==> config.mk <==
export PLATFORM = sky130hd
export DESIGN_NAME = uart_baud_ctrl
export DESIGN_NICKNAME = d
export VERILOG_FILES = /design/src/rtl/uart_baud_ctrl.sv
export SDC_FILE = /design/constraint.sdc
export NUM_CORES = 1
export LEC_CHECK = 0
export CAP_MARGIN = 20
export CORE_MARGIN = 2
export CORE_UTILIZATION = 47
export DETAILED_ROUTE_END_ITERATION = 8
export HOLD_SLACK_MARGIN = 0.06
export MAX_ROUTING_LAYER = met4
export PLACE_DENSITY = 0.81
export SLEW_MARGIN = 10
export SYNTH_ARGS = -nofsm -noshare
export SYNTH_HDL_FRONTEND = slang
export SYNTH_SLANG_ARGS = --single-unit
==> constraint.sdc <==
create_clock -name clk -period 1.7 [get_ports clk]
set_clock_uncertainty 0.05 [all_clocks]
set_input_delay 0.34 -clock clk [delete_from_list [all_inputs] [get_ports clk]]
set_output_delay 0.34 -clock clk [all_outputs]
set_load 0.02 [all_outputs]
==> src/rtl/uart_baud_ctrl.sv <==
// uart_baud_ctrl: runtime-programmable baud tick generator.
// Produces a 16x oversample tick (s_tick) and a 1x bit tick (b_tick).
// Divisor updates are staged and only take effect on a tick boundary.
// Optional macro UART_BAUD_LOCK_EN: when defined, a staged update waits
// until both the TX and RX cores report idle at the terminal count.
module uart_baud_ctrl #(
  parameter int unsigned CLK_FREQ  = 100_000_000,
  parameter int unsigned BAUD_RATE = 9600,
  parameter int unsigned DIV_W     = 16,
  parameter int unsigned MIN_DIV   = 3
) (
  input  logic             clk,
  input  logic             rst_n,
  input  logic [DIV_W-1:0] cfg_div,
  input  logic             cfg_req,
  output logic             cfg_ack,
  output logic             cfg_err,
  input  logic             tx_busy,
  input  logic             rx_busy,
  output logic             s_tick,
  output logic             b_tick,
  output logic [DIV_W-1:0] div_cur,
  output logic             pending
);

  localparam logic [DIV_W-1:0] DIV_RST   = DIV_W'(CLK_FREQ / (BAUD_RATE * 16) - 1);
  localparam logic [DIV_W-1:0] MIN_DIV_V = DIV_W'(MIN_DIV);

  typedef enum logic [0:0] {
    IDLE = 1'b0,
    PEND = 1'b1
  } state_t;

  state_t           state_r;
  state_t           state_nxt;
  logic [DIV_W-1:0] cnt_r;
  logic [DIV_W-1:0] div_stg_r;
  logic [3:0]       phase_r;
  logic             term_s;
  logic             lock_s;
  logic             apply_s;
  logic             load_s;
  logic             err_s;

  // Terminal count of the oversample divider: next cycle carries s_tick.
  assign term_s = (cnt_r == div_cur);

`ifdef UART_BAUD_LOCK_EN
  // Only switch rates when neither core is in the middle of a frame.
  assign lock_s = ~tx_busy & ~rx_busy;
`else
  // Busy inputs are kept in the interface but do not gate the update.
  logic unused_busy_s;
  assign unused_busy_s = tx_busy | rx_busy;
  assign lock_s        = 1'b1;
`endif

  // State register for the update handshake.
  always_ff @(posedge clk) begin
    if (!rst_n) begin
      state_r <= IDLE;
    end else begin
      state_r <= state_nxt;
    end
  end

  // Next-state logic: accept/reject requests in IDLE, apply at a boundary in PEND.
  always_comb begin
    state_nxt = state_r;
    apply_s   = 1'b0;
    load_s    = 1'b0;
    err_s     = 1'b0;
    case (state_r)
      IDLE: begin
        if (cfg_req) begin
          if (cfg_div < MIN_DIV_V) begin
            err_s     = 1'b1;
            state_nxt = IDLE;
          end else begin
            load_s    = 1'b1;
            state_nxt = PEND;
          end
        end else begin
          state_nxt = IDLE;
        end
      end
      PEND: begin
        // Re-requests are silently dropped while an update is staged.
        if (term_s && lock_s) begin
          apply_s   = 1'b1;
          state_nxt = IDLE;
        end else begin
          state_nxt = PEND;
        end
      end
      default: begin
        state_nxt = IDLE;
      end
    endcase
  end

  // Divider, phase counter, divisor registers and registered pulse outputs.
  always_ff @(posedge clk) begin
    if (!rst_n) begin
      cnt_r     <= {DIV_W{1'b0}};
      phase_r   <= 4'd0;
      div_cur   <= DIV_RST;
      div_stg_r <= DIV_RST;
      s_tick    <= 1'b0;
      b_tick    <= 1'b0;
      cfg_ack   <= 1'b0;
      cfg_err   <= 1'b0;
      pending   <= 1'b0;
    end else begin
      s_tick  <= term_s;
      // The boundary b_tick still follows the old phase even when applying.
      b_tick  <= term_s && (phase_r == 4'd15);
      cfg_ack <= apply_s;
      cfg_err <= err_s;
      pending <= (state_nxt == PEND);
      if (term_s) begin
        cnt_r <= {DIV_W{1'b0}};
      end else begin
        cnt_r <= cnt_r + {{(DIV_W-1){1'b0}}, 1'b1};
      end
      if (apply_s) begin
        phase_r <= 4'd0;
      end else if (term_s) begin
        phase_r <= phase_r + 4'd1;
      end else begin
        phase_r <= phase_r;
      end
      if (apply_s) begin
        div_cur <= div_stg_r;
      end else begin
        div_cur <= div_cur;
      end
      if (load_s) begin
        div_stg_r <= cfg_div;
      end else begin
        div_stg_r <= div_stg_r;
      end
    end
  end

endmodule

==> impl_metrics.json, run 1 <==
{
  "seq_area_frac_synth_pct": 45.69,
  "fin_crit_sh_pct": 112.4,
  "rows": 26,
  "fillCellCount": 344,
  "cts_tree": "done",
  "drc": 0,
  "run_status": "finished, violations left",
  "ys_seq_elements": 57,
  "required_ns": 1.89,
  "nets": 373,
  "setup_violations": 35,
  "final_antenna_net_count": 0,
  "grt_first_pass_wirelength_um": 10120,
  "grt_start_max_net_pins": 36,
  "synthTopCellsByArea": "dfxtp_1 (46%), mux2i_1 (12%), xnor2_1 (7.0%), nand2_1 (5.3%), nor2b_1 (3.8%)",
  "worst_slew_pin_slew_ns": 0.5076,
  "r2r-end": "div_cur[11]",
  "yosysTopAreaCellShare_pct": 45.69,
  "io_buffers": 39,
  "start_util_pct": 48.90,
  "gp_congestion": 0.7758,
  "rr_startpoint": "div_cur[3]",
  "postCtsHoldBufs": 0,
  "syn_avg_cell_area_um2": 9.532,
  "startpoint_type": "register",
  "antenna_found_initial": 0,
  "synth_warnings": 0,
  "num_antenna_cells": 0,
  "max_freq_mhz": 523.4,
  "die-area_mm2": 0.005913,
  "cts.htree.levels": 3,
  "ys_types": 32,
  "die_w_um": 76.90,
  "cts_buffers": 9,
  "crit_fanout": 8,
  "first_global_vias": 2148,
  "track_usage_pct": 22.48,
  "rrSetupSlack_ns": -0.21,
  "clk_pin_slew_ns": 0.07,
  "startpoint": "div_cur[3]",
  "layout-drive-gt1-share_pct": 32.68,
  "drt_iter0_markers": 92,
  "syn_inst": 262,
  "hold_viol_final": 0,
  "wirelength_um": 6477,
  "crit_path_end": "div_cur[11]",
  "p_per_area_mw_per_mm2": 850.7,
  "vias": 2124,
  "finalSetupTns_ns": -3.211,
  "worstSkewPairLatency_ns": 0.34,
  "vias_per_cell": 4.998,
  "core_area_mm2": 0.005107,
  "maxCapViolations": 0,
  "cp.arrival_ns": 2.11,
  "cts_buffer_depth": 2,
  "drt_pass1_iterations": 4,
  "leakage_uw": 0.001568,
  "finalCoreUtilization_pct": 73.57,
  "synth.largest_area_cell": "dfxtp_1",
  "holdCritPathClass": "input port to register",
  "drv_slew": 0,
  "rsz0062_at_grt": "yes",
  "path_class": "register to register",
  "violations": "setup timing",
  "grt_remaining_overflow": 0,
  "worst_ir_drop_vdd_mv": 0.7309,
  "layout_setup_ws_ns": -0.2107,
  "worstSetupEndpointType": "register",
  "slew_headroom_pct": 66.05,
  "fp.dieH_um": 76.90,
  "ios": 42,
  "post-route-min-period_ns": 1.911,
  "syn_area_mm2": 0.002497,
  "dp_hpwl_um": 4145,
  "clockRootBuffer": "clkbuf_8",
  "reg2reg_depth": 7,
  "area_growth_pct": 50.45,
  "wire_per_inst_um": 15.24,
  "cts_sinks": 57,
  "syn_nets": 285
}
metrics by stage:
step	hold slack [ns]	cells	setup WS [ns]	power [uW]	cell area (um^2)
global route	0.3031	425	-0.2618	3297	3757
floorplan	0.3798	262	0.005197	1535	2511
detailed placement	0.3949	406	-0.4495	1653	3314
global placement	0.3941	406	-0.3931	1644	3314
finish	0.2959	425	-0.2107	3196	3757
CTS	0.4037	423	-0.04331	3179	3618
Yosys cell counts:
cell,instances
a211oi_1,1
a32o_1,2
and2_1,2
and3_1,3
and3b_1,2
buf_12,1
buf_2,4
buf_4,1
buf_6,3
clkbuf_1,7
dfxtp_1,57
ha_1,2
inv_1,9
mux2i_1,30
nand2_1,35
nand2b_1,1
nand3_1,10
nand4_1,8
nor2_1,23
nor2b_1,15
nor3_1,2
nor4_1,3
nor4_2,2
nor4bb_1,1
o211ai_1,4
o21a_1,1
o21ai_0,1
o21ai_1,1
or2_2,1
xnor2_1,20
xnor2_2,2
xor2_1,8
cells in the final DEF, fill, tap and decap left out, types with 2 or more instances in the layout:
master / netlist / final
nor4_4: 0 / 2
dfxtp_2: 0 / 21
nor2_1: 23 / 17
nor2_2: 0 / 6
nand4_1: 8 / 8
xnor2_1: 20 / 15
clkbuf_8: 0 / 9
o211ai_1: 4 / 4
clkinvlp_4: 0 / 2
and3_1: 3 / 2
bufinv_16: 0 / 3
nor2b_1: 15 / 15
ha_1: 2 / 2
nand3_1: 10 / 10
inv_1: 9 / 9
buf_12: 1 / 4
nor4_2: 2 / 3
o21ai_1: 1 / 2
a32o_1: 2 / 2
dlygate4sd2_1: 0 / 18
clkdlybuf4s50_1: 0 / 14
mux2i_1: 30 / 28
xnor2_2: 2 / 7
dlymetal6s2s_1: 0 / 7
and3b_1: 2 / 2
nand2_1: 35 / 35
dfxtp_1: 57 / 36
xor2_1: 8 / 8
buf_4: 1 / 47
logic make-up after synthesis:
kind of cell	share of synthesized area (%)
xor gates and xnor gates	11.12
adders and majority gates	1.002
DFF	45.69
and+or+nand+nor	21.49
muxes	12.02
AOI/OAI and AO/OA	3.006
buffers and inverters	5.661
metal layers:
metal	vias to the layer above	GRT usage, %	part of all wire [%]
met3	7	7.176	3.7
met5	-	-	0
met2	46	38.16	54
met1	1025	25.07	41
met4	0	7.273	0.82
li1	1046	-	-
area by class of cell:
| type | count | area, um^2 | area share, % |
|---|---|---|---|
| multi-input cells | 180 | 1345 | 35.80 |
| flip-flops and latches | 57 | 1167 | 31.07 |
| repair buffers | 93 | 882.1 | 23.48 |
| clock buffers | 10 | 127.6 | 3.397 |
| inverters | 9 | 33.78 | 0.8991 |
| well taps | 70 | 87.58 | 2.331 |
| clock inverters | 6 | 113.9 | 3.030 |
worst min path at each step:
stage	end	from	slack (ns)	cells after the start
6_report	div_stg_r[7]	cfg_div[7]	0.30	3
5_1_grt	div_stg_r[7]	cfg_div[7]	0.30	3
4_1_cts	div_cur[13]	div_stg_r[13]	0.40	2
3_5_place_dp	div_cur[13]	div_stg_r[13]	0.39	2
3_3_place_gp	div_cur[13]	div_stg_r[13]	0.39	2
2_1_floorplan	div_cur[0]	div_stg_r[0]	0.38	2
power breakdown:
part           internal, uW  leakage (uW)  switching (uW)
sequential             1370      0.000472            23.8
combinational           142      0.000984             117
clock                   978      0.000113             566
repair_timing:
item / CTS / global route
buffers inserted: 0 / 1
pin swaps: 8 / 6
setup endpoints to repair: 52 / 54
resized for setup: 35 / 28
cloned: 1 / 1
critical path, stage by stage, from the launching register on:
cell,delay (ns)
dfxtp_2,0.34
xnor2_1,0.23
nand4_1,0.14
nor4_2,0.29
buf_4,0.18
and2_4,0.20
buf_12,0.15
mux2i_1,0.24
sequential cells by signal, summed over array words and instances, names as in the netlist:
name and flops:
div_stg_r 16, b_tick 1, cfg_err 1, cfg_ack 1
div_cur 16, cnt_r 16, s_tick 1, pending 1
phase_r 4
Power figures use the tool's default switching activity.
==> inputs of run 2 (changes only) <==
CORE_UTILIZATION = 52   (was 47)
PLACE_DENSITY = 0.84   (was 0.81)
clock period = 2 ns   (was 1.7 ns; I/O delays follow)
==> impl_metrics.json, run 2 (synthesis results as in run 1) <==
{
  "grt_remaining_overflow": 0,
  "worst_ir_drop_vdd_mv": 0.6121,
  "dp_slack_ns": -0.2418,
  "layout_setup_ws_ns": 0.09132,
  "drt_iter0_markers": 75,
  "final_common_cell": "dfxtp_1",
  "slew_headroom_pct": 65.82,
  "die_w_um": 73.30,
  "start_util_pct": 53.23,
  "first_global_vias": 1798,
  "post-route-min-period_ns": 1.909,
  "rows": 25,
  "hold_depth": 2,
  "clk_pin_slew_ns": 0.06,
  "cts_buffer_depth": 2,
  "antenna_found_initial": 0,
  "wirelength_um": 4948,
  "core_area_mm2": 0.004692,
  "drt_pass1_iterations": 4,
  "rsz0062_at_grt": "no",
  "drv_slew": 0,
  "startpoint_type": "register",
  "hold_viol_final": 0,
  "hold_slack_ns": 0.4165,
  "max_freq_mhz": 523.9,
  "seq_area_mm2": 0.001141,
  "path_class": "register to output port",
  "grt_start_max_net_pins": 34,
  "grt_first_pass_wirelength_um": 8211,
  "drc": 0,
  "fin_crit_sh_pct": 95.43,
  "io_buffers": 39,
  "worstSkewPairLatency_ns": 0.33,
  "cts_tree": "done",
  "final_cell_area_mm2": 0.003259,
  "setup_violations": 0,
  "track_usage_pct": 21.05,
  "vias": 1940,
  "final_cell_mix": "dfxtp_1 (57), clkdlybuf4s50_1 (39), nand2_1 (35)",
  "num_antenna_cells": 0,
  "reg2reg_depth": 6,
  "cp.arrival_ns": 1.46,
  "dp_hpwl_um": 3604,
  "crit_fanout": 2,
  "required_ns": 1.55,
  "ios": 42,
  "multi_input_area_mm2": 0.001221,
  "worst_slew_pin_slew_ns": 0.5111,
  "cts_setup_buffers": 0,
  "final_antenna_net_count": 0,
  "maxCapViolations": 0,
  "cts_sinks": 57,
  "cts.htree.levels": 3,
  "clockRootBuffer": "clkbuf_8",
  "vias_per_cell": 5.105,
  "die-area_mm2": 0.005373,
  "run_status": "finished, final reports clean",
  "nets": 344,
  "fin_total_pwr_uw": 2379,
  "fillCellCount": 347,
  "area_growth_pct": 30.51,
  "holdCritPathClass": "register to register",
  "wire_per_inst_um": 13.02,
  "leakage_uw": 0.001232,
  "layout-drive-gt1-share_pct": 14.11,
  "fp.dieH_um": 73.30,
  "dpl_cell_area_mm2": 0.003060,
  "worstSetupEndpointType": "output port",
  "cts_buffers": 9,
  "gp_congestion": 0.8004,
  "p_per_area_mw_per_mm2": 729.9,
  "top_regs": "cnt_r: 16 flops, div_cur: 16 flops, div_stg_r: 16 flops"
}
-- run 2: cell count changes in the layout (fill, tap and decap cells not counted), sizes merged --
cell / change
clkinv: +2
inv: -1
clkdlybuf4s50: +25
dlygate4sd2: -18
dlymetal6s2s: -7
bufinv: -3
clkinvlp: -2
buf: -28
clkbuf: +3
-- run 2: per-stage QoR --
stage | instances | setup TNS (ns) | util (%)
2_1_floorplan | 262 | 0 | -
3_3_place_gp | 364 | -3.291 | 65.23
3_5_place_dp | 364 | -3.834 | 65.23
4_1_cts | 380 | 0 | 69.33
5_1_grt | 380 | 0 | 69.47
6_report | 380 | 0 | 69.47
-- run 2: worst paths after layout --
| kind | slack, ns | startpoint | to |
|---|---|---|---|
| max | 0.09 | div_cur[5] | div_cur[5] |
| min | 0.42 | phase_r[3] | b_tick |
| max reg2reg | 0.17 | cnt_r[7] | phase_r[2] |
| min reg2reg | 0.42 | phase_r[3] | b_tick |
-- run 2: cell type report --
cell class / instances / share of cell area (%)
well taps: 54 / 2.073
clock inverters: 2 / 0.3071
repair buffers: 64 / 18.50
inverters: 9 / 1.036
clock buffers: 14 / 5.605
flip-flops and latches: 57 / 35.01
multi-input cells: 180 / 37.47
-- run 2: critical path, cell delays in order (launching register included) --
cell and delay [ns]:
dfxtp_1 0.39, buf_4 0.15, clkdlybuf4s50_1 0.59
-- run 2: power by group --
group / switching (uW) / leakage (uW) / internal [uW] / total [uW]
combinational: 80.2 / 0.000666 / 102 / 182
sequential: 19.5 / 0.000463 / 1160 / 1180
clock: 433 / 0.000102 / 581 / 1010
total: 532 / 0.00123 / 1850 / 2380
-- run 2: metal layers --
metal	wire [um]	GRT usage [%]
met5	0	-
met4	108	11.92
met3	185	4.801
met2	2369	30.73
met1	2285	26.84
-- run 2: timing repair --
action,4_1_cts,5_1_grt
gates resized for setup,0,1
setup endpoints to repair,0,5
hold buffers,0,0
==> inputs of run 3 (changes only) <==
PLACE_DENSITY = 0.78   (was 0.84)
==> impl_metrics.json, run 3 (synthesis results as in run 1) <==
{
  "run_status": "finished, final reports clean",
  "cts_sinks": 57,
  "worstSetupEndpointType": "register",
  "drc": 0,
  "cts_resized": 0,
  "startpoint_type": "register",
  "drt_pass1_iterations": 4,
  "track_usage_pct": 20.86,
  "die-area_mm2": 0.005373,
  "num_antenna_cells": 0,
  "first_global_vias": 1795,
  "setup_violations": 0,
  "final_cell_mix": "dfxtp_1 (57), clkdlybuf4s50_1 (39), nand2_1 (35)",
  "max_freq_mhz": 514.3,
  "antenna_found_initial": 0,
  "path_class": "register to register",
  "rsz0062_at_grt": "no",
  "gp_congestion": 0.7784,
  "layout-drive-gt1-share_pct": 13.85,
  "worst_ir_drop_vdd_mv": 0.5541,
  "vias": 1932,
  "p_sw_uw": 528.4,
  "fp.dieH_um": 73.30,
  "worst_slew_pin_slew_ns": 0.3846,
  "holdCritPathClass": "register to register",
  "crit_fanout": 11,
  "cts_buffer_depth": 2,
  "grt_start_max_net_pins": 34,
  "cp.arrival_ns": 2.12,
  "hold_viol_final": 0,
  "worstSkewPairLatency_ns": 0.33,
  "power.share.clock_pct": 44.5,
  "maxCapViolations": 0,
  "slew_headroom_pct": 74.15,
  "io_buffers": 39,
  "wirelength_um": 5012,
  "dpl_cell_area_mm2": 0.003065,
  "clockRootBuffer": "clkbuf_8",
  "final_cell_area_mm2": 0.003284,
  "comb_power_share_pct": 7.8,
  "clk_pin_slew_ns": 0.06,
  "dp_hpwl_um": 3580,
  "core_area_mm2": 0.004692,
  "required_ns": 2.18,
  "grt_first_pass_wirelength_um": 8169,
  "top_regs": "cnt_r: 16 flops, div_cur: 16 flops, div_stg_r: 16 flops",
  "rows": 25,
  "cts_buffers": 9,
  "nets": 343,
  "power.share.sequential_pct": 47.8,
  "cts.htree.levels": 3,
  "cts_tree": "done",
  "leakage_uw": 0.001235,
  "area_growth_pct": 31.51,
  "final_antenna_net_count": 0,
  "switching_share_pct": 21.34,
  "drv_slew": 0,
  "drt_iter0_markers": 51,
  "grt_remaining_overflow": 0,
  "wire_per_inst_um": 13.22,
  "postCtsHoldBufs": 0,
  "post-route-min-period_ns": 1.945,
  "cts_setup_buffers": 0,
  "ios": 42,
  "p_per_area_mw_per_mm2": 753.9,
  "start_util_pct": 53.23,
  "final_common_cell": "dfxtp_1",
  "power.internal_uw": 1948,
  "fin_crit_sh_pct": 97.23,
  "fin_total_pwr_uw": 2476,
  "vias_per_cell": 5.098,
  "die_w_um": 73.30
}
==> run 3: cell types whose count changed in the layout (fill, tap and decap cells not counted) <==
cell	change
and3_1	-1
and3_4	+1
buf_12	+1
buf_4	-2
bufinv_16	+1
clkbuf_1	+1
clkbuf_8	-1
clkinv_2	-1
==> run 3: power by group through the flow <==
stage	Clock [uW]	Combinational (uW)	Sequential (uW)
floorplan	0	102	1200
global placement	0	184	1210
detailed placement	0	189	1210
CTS	1130	191	1180
global route	1170	209	1180
finish	1100	193	1180
==> run 3: final cells by class <==
cell class	instances	area [um^2]
well taps	54	67.56
multi-input cells	180	1226
clock inverters	2	35.03
clock buffers	14	172.7
inverters	9	33.78
repair buffers	63	608.1
flip-flops and latches	57	1141
fillers	354	1408
==> run 3: final timing paths <==
| path | startpoint | endpoint | slack (ns) | depth (start not counted) |
|---|---|---|---|---|
| max | cnt_r[11] | phase_r[2] | 0.06 | 6 |
| min | div_stg_r[13] | div_cur[13] | 0.42 | 2 |
| max reg2reg | cnt_r[11] | phase_r[2] | 0.06 | 6 |
| min reg2reg | div_stg_r[13] | div_cur[13] | 0.42 | 2 |
==> run 3: worst max-delay path: stages (launching register included) <==
cell,delay [ns]
dfxtp_1,0.44
xnor2_1,0.16
nand4_1,0.15
nor4_2,0.42
buf_4,0.26
o21ai_0,0.10
a32o_1,0.26
==> run 3: metrics by stage <==
step	cells	utilization [%]	TNS [ns]	hold WS (ns)	setup WS, ns
floorplan	262	-	0	0.3809	0.2298
global placement	363	65.33	-3.727	0.3985	-0.2275
detailed placement	363	65.33	-4.791	0.4022	-0.3115
CTS	379	69.76	0	0.4159	0.01954
global route	379	70.00	0	0.4291	0.01897
finish	379	70.00	0	0.4162	0.05543
==> run 3: layer usage <==
metal  wire, um  track usage (%)
met5          0                -
met4        137            12.12
met3        142            4.252
met2       2376            32.03
met1       2355            25.41
